--- src/rtl/dmem_lsu.sv ---
// dmem_lsu: load/store requester for the single-port 8-bit data memory.
// Define LSU_WORD_ACCESS_EN for 16-bit little-endian two-beat accesses.
module dmem_lsu (
  input  logic        clk,
  input  logic        reset,
  input  logic        req_valid,
  output logic        req_ready,
  input  logic        req_write,
  input  logic        req_word,
  input  logic [7:0]  req_addr,
  input  logic [15:0] req_wdata,
  output logic        rsp_valid,
  output logic [15:0] rsp_data,
  output logic        busy,
  output logic        mem_we,
  output logic [7:0]  mem_addr,
  output logic [7:0]  mem_wdata,
  input  logic [7:0]  mem_rdata
);

  typedef enum logic [2:0] {
    IDLE, ACC0, ACC1, RWAIT, RSP
  } state_t;

  state_t state, state_n;

  logic       word_in;
  logic [7:0] hi_in;

`ifdef LSU_WORD_ACCESS_EN
  assign word_in = req_word;
  assign hi_in   = req_wdata[15:8];
`else
  logic unused_word;
  assign word_in     = 1'b0;
  assign hi_in       = 8'h00;
  assign unused_word = ^{req_word, req_wdata[15:8]};
`endif

  logic        write_q, write_n;
  logic        word_q, word_n;
  logic [7:0]  addr_q, addr_n;
  logic [7:0]  hi_q, hi_n;
  logic [7:0]  lo_q, lo_n;
  logic        mem_we_n;
  logic [7:0]  mem_addr_n;
  logic [7:0]  mem_wdata_n;
  logic        rsp_valid_n;
  logic [15:0] rsp_data_n;

  assign req_ready = (state == IDLE) && !reset;
  assign busy      = (state != IDLE);

  always_comb begin
    state_n     = state;
    write_n     = write_q;
    word_n      = word_q;
    addr_n      = addr_q;
    hi_n        = hi_q;
    lo_n        = lo_q;
    mem_we_n    = 1'b0;
    mem_addr_n  = mem_addr;
    mem_wdata_n = mem_wdata;
    rsp_valid_n = 1'b0;
    rsp_data_n  = rsp_data;
    unique case (state)
      IDLE: begin
        if (req_valid) begin
          state_n    = ACC0;
          write_n    = req_write;
          word_n     = word_in;
          addr_n     = req_addr;
          hi_n       = hi_in;
          mem_we_n   = req_write;
          mem_addr_n = req_addr;
          if (req_write) mem_wdata_n = req_wdata[7:0];
        end
      end
      ACC0: begin
        if (word_q) begin
          state_n    = ACC1;
          mem_we_n   = write_q;
          mem_addr_n = addr_q + 8'd1;
          if (write_q) mem_wdata_n = hi_q;
        end else begin
          state_n = write_q ? IDLE : RWAIT;
        end
      end
      ACC1: begin
        // Low byte of a word load arrives while the high address is out.
        if (write_q) begin
          state_n = IDLE;
        end else begin
          lo_n    = mem_rdata;
          state_n = RWAIT;
        end
      end
      RWAIT: begin
        rsp_data_n  = word_q ? {mem_rdata, lo_q}
                             : {8'h00, mem_rdata};
        rsp_valid_n = 1'b1;
        state_n     = RSP;
      end
      RSP: state_n = IDLE;
      default: state_n = IDLE;
    endcase
  end

  always_ff @(posedge clk) begin
    if (reset) begin
      state     <= IDLE;
      write_q   <= 1'b0;
      word_q    <= 1'b0;
      addr_q    <= 8'h00;
      hi_q      <= 8'h00;
      lo_q      <= 8'h00;
      mem_we    <= 1'b0;
      mem_addr  <= 8'h00;
      mem_wdata <= 8'h00;
      rsp_valid <= 1'b0;
      rsp_data  <= 16'h0000;
    end else begin
      state     <= state_n;
      write_q   <= write_n;
      word_q    <= word_n;
      addr_q    <= addr_n;
      hi_q      <= hi_n;
      lo_q      <= lo_n;
      mem_we    <= mem_we_n;
      mem_addr  <= mem_addr_n;
      mem_wdata <= mem_wdata_n;
      rsp_valid <= rsp_valid_n;
      rsp_data  <= rsp_data_n;
    end
  end

endmodule
--- config.mk ---
export PLATFORM = sky130hd
export DESIGN_NAME = dmem_lsu
export DESIGN_NICKNAME = d
export VERILOG_FILES = /design/src/rtl/dmem_lsu.sv
export SDC_FILE = /design/constraint.sdc
export NUM_CORES = 1
export LEC_CHECK = 0
export BUFFER_PORTS_ARGS = -buffer_cell sky130_fd_sc_hd__buf_2
export CAP_MARGIN = 5
export CORE_ASPECT_RATIO = 0.6
export CORE_UTILIZATION = 46
export CTS_BUF_LIST = sky130_fd_sc_hd__clkbuf_8
export DETAILED_ROUTE_END_ITERATION = 8
export PLACE_DENSITY = 0.86
export SLEW_MARGIN = 5
export SYNTH_ARGS = -nofsm -noshare
export SYNTH_HDL_FRONTEND = slang
export SYNTH_SLANG_ARGS = --single-unit
export TNS_END_PERCENT = 50
--- constraint.sdc ---
create_clock -name clk -period 2.86 [get_ports clk]
set_input_delay 0.429 -clock clk [delete_from_list [all_inputs] [get_ports clk]]
set_output_delay 0.429 -clock clk [all_outputs]
set_load 0.1 [all_outputs]
==> metrics.md <==
| Metric | Value |
|---|---|
| Status | completed |
| # port buffers | 55 |
| Hold Fails Final Rpt | 0 |
| Pre-CTS WS | roughly 1.0 ns |
| Area Growth Syn to Fin | 27.3% |
| Slew Limit Fails | 0 |
| Clock Skews | about 0.0023 ns |
| Max-cap violations | 0 |
| Reg2Reg Setup Slack | 1.09 ns |
| Rows | 13 |
| Design area | approximately 1500 µm² |
| Pin count of the biggest net entering global routing | 32 |
| Post-CTS setup buffers | 0 |
| Chip height | a little over 40 µm |
| CP endpoint kind | output pin |
| Worst stage delay on the critical path | roughly 0.42 ns |
| Clock Latency Late Sink | around 0.27 ns |
| RR Startpoint | state[0]$_SDFFE_PP0P_ |
| Min-delay src | mem_rdata[5] |
| Worst VDD drop | ~500 µV |
| Clock period minus worst slack | 1.97 ns |
| Synthesized area | 1150 µm² |
| Layout Cells excl Fill | around 210 |
| Via count | between 1,000 and 1,500 |
| Startpoint types | flip-flop |
| Post-CTS resize count | 0 |
| H-tree level count | 2 |
| Hold crit path type | input port to flip-flop |
| CTS tree | done |
| Fin worst setup slack | about 0.9 ns |
| Critical Path, Cell by Cell | or3_1 > nor2_2 > buf_2 |
| Final HPWL DP | around 1800 µm |
| Clock net sink count | 30 |
| Num CTS Buffers | 5 |
| Die ar. | around 2700 µm² |
| Register area share after synthesis | 52.2% |
| Family with the most delay on the worst path | simple AND/OR/NAND/NOR gates |
| WP buf/inv | 1 |
| Final wirelength | 2430 µm |
| Final setup viols | 0 |
| TritonRoute pass-1 iters | 4 |
| I/O pin count | 73 |
| Slowest cell on crit path | buf_2 |
| Crit path max fanout | 5 |
| DP Area | roughly 1400 µm² |
| Distinct cells, synth | 21 |
| Power Total | around 1.6 mW |
| Antenna diodes | 0 |
| Placed Cells | between 200 and 250 |
| Final worst-path cycle share | ~70% |
| Unrepaired setup endpoints after global routing | false |
| Ratio of cells with drive above 1 in the final layout | a little over a third |
| Relative slew slack | 43.4% |
| Clock tree buffer depth | 2 |
| Post-Syn Instances | roughly 130 |
| First-pass GRT wire length | around 3400 µm |
| DR iter-0 viols | 18 |
| Critical path class | flip-flop to output pin |
| Leak pwr | roughly 0.76 nW |
| RePlAce Congestion | approximately 0.6 |
| Number of synthesized register bits | 30 |
| Grt total ovfl | 0 |
| CTS clk-pin slew, worst paths | roughly 0.050 ns |
| Final #Nets | 216 |
| CTS hold repair buffers | 0 |
| Setup TNS | 0 ns |
| Worst Hold Depth | 3 |
| Vias/cell | between 4 and 5 |
| Yosys synthesis warning count | 0 |
| Initial antenna violation count | 0 |
| ANT nets after route | 0 |
| Fmax | around 510 MHz |
| Initial core utilization | 50.9% |
| Avg WL per Cell | between 10 and 15 µm |
| Hold EP | rsp_data[5]$_SDFFE_PP0P_ |
| Power per cell area | about 1100 nW/µm² |
| Worst slew pin tran | roughly 0.85 ns |
| Mapped Avg Cell Area | between 9 and 10 µm² |
| Clock root buffer | clkbuf_8 |
| DRC | 0 |
| Reg2Reg Capture Point | mem_wdata[3]$_SDFFE_PP0P_ |
| Core area | about 2300 µm² |
| Cells on worst reg2reg path | 3 |
| CP Data Required Time | 2.43 ns |
| Die W | 66.5 µm |
| Worst EP arrival | approximately 1.5 ns |
| Total track usage | 18.0% |
| Vias in the first global route | between 800 and 900 |
==> cell usage in the layout (no fill, tap or decap) <==
cell,Yosys,layout
or4b_1,1,1
nand3_1,8,8
o21ai_0,8,8
or3_1,1,1
nor4b_4,1,1
nand2_1,18,18
clkbuf_8,0,5
nor4_1,1,1
buf_2,2,55
nand3b_1,1,1
dfxtp_1,30,30
nor3_2,1,1
xnor2_1,1,1
inv_1,1,3
a21oi_1,17,17
nor2_1,11,10
o21bai_2,1,1
conb_1,1,8
nor2_2,0,1
mux2i_1,8,8
==> cell families (layout without fill, tap and decap cells) <==
group           count (synthesis)  in the layout  share of synthesized area [%]
simple gates                   43             43                           18.5
flops                          30             30                           52.2
buf+inv                        17             63                           9.36
compound gates                 26             26                           11.9
mux                             8              8                           6.96
other cells                     1              8                          0.326
xor+xnor                        1              1                          0.762
==> synth_stat cells <==
| cell type | number | share of area [%] |
|---|---|---|
| a21oi_1 | 17 | 7.4 |
| buf_2 | 2 | 0.87 |
| buf_4 | 9 | 5.9 |
| buf_6 | 1 | 0.98 |
| clkbuf_1 | 4 | 1.3 |
| conb_1 | 1 | 0.33 |
| dfxtp_1 | 30 | 52 |
| inv_1 | 1 | 0.33 |
| mux2i_1 | 8 | 7.0 |
| nand2_1 | 18 | 5.9 |
| nand3_1 | 8 | 3.5 |
| nand3b_1 | 1 | 0.65 |
| nor2_1 | 11 | 3.6 |
| nor3_2 | 1 | 0.87 |
| nor4_1 | 1 | 0.54 |
| nor4b_4 | 1 | 2.1 |
| o21ai_0 | 8 | 3.5 |
| o21bai_2 | 1 | 0.98 |
| or3_1 | 1 | 0.54 |
| or4b_1 | 1 | 0.87 |
| xnor2_1 | 1 | 0.76 |
==> layer usage <==
layer,track usage (%),wire length (µm)
met3,8.33,201
met2,32.1,1180
met5,0,0
met4,7.98,13
met1,19.2,1030
==> worst max path at each step <==
stage                          startpoint                        end  slack [ns]  cells past startpoint
floorplan           state[2]$_SDFFE_PP0P_                  req_ready        0.35                      2
global placement                req_valid  mem_wdata[0]$_SDFFE_PP0P_        1.12                      4
detailed placement              req_valid  mem_wdata[3]$_SDFFE_PP0P_        1.03                      4
CTS                 state[0]$_SDFFE_PP0P_                  req_ready        0.88                      3
global route        state[0]$_SDFFE_PP0P_                  req_ready        0.80                      3
finish              state[0]$_SDFFE_PP0P_                  req_ready        0.89                      3
==> flip-flops by register name, indices dropped and copies added, names as in the netlist <==
signal     count
mem_we         1
rsp_data       8
mem_wdata      8
state          3
rsp_valid      1
mem_addr       8
write_q        1
==> where the power goes <==
group / internal [mW] / switching, mW
Combinational: 0.134 / 0.659
Sequential: 0.483 / 0.0481
Clock: 0.159 / 0.133
==> through the flow <==
| step | utilization [%] | hold WS, ns |
|---|---|---|
| after detailed placement | 61.4 | 0.437 |
| final | 64.7 | 0.396 |
| after global placement | 61.4 | 0.416 |
| after global routing | 64.7 | 0.391 |
| after CTS | 64.7 | 0.388 |
| after floorplan | - | 0.404 |
==> worst reg2reg max path: cells and delay by family, from the launching register on <==
kind / cells / cell delay, ns
AOI/OAI and AO/OA: 2 / 0.41
DFF: 1 / 0.37
and+or+nand+nor: 1 / 0.84
==> area by class of cell <==
class	count	area, µm²
clock inverters	2	7.51
well taps	30	37.5
inverters	1	3.75
fillers	192	797
repair buffers	55	275
multi-input cells	86	470
flip-flops and latches	30	601
clock buffers	5	68.8
Note: power is estimated with default switching activity, not from simulation.
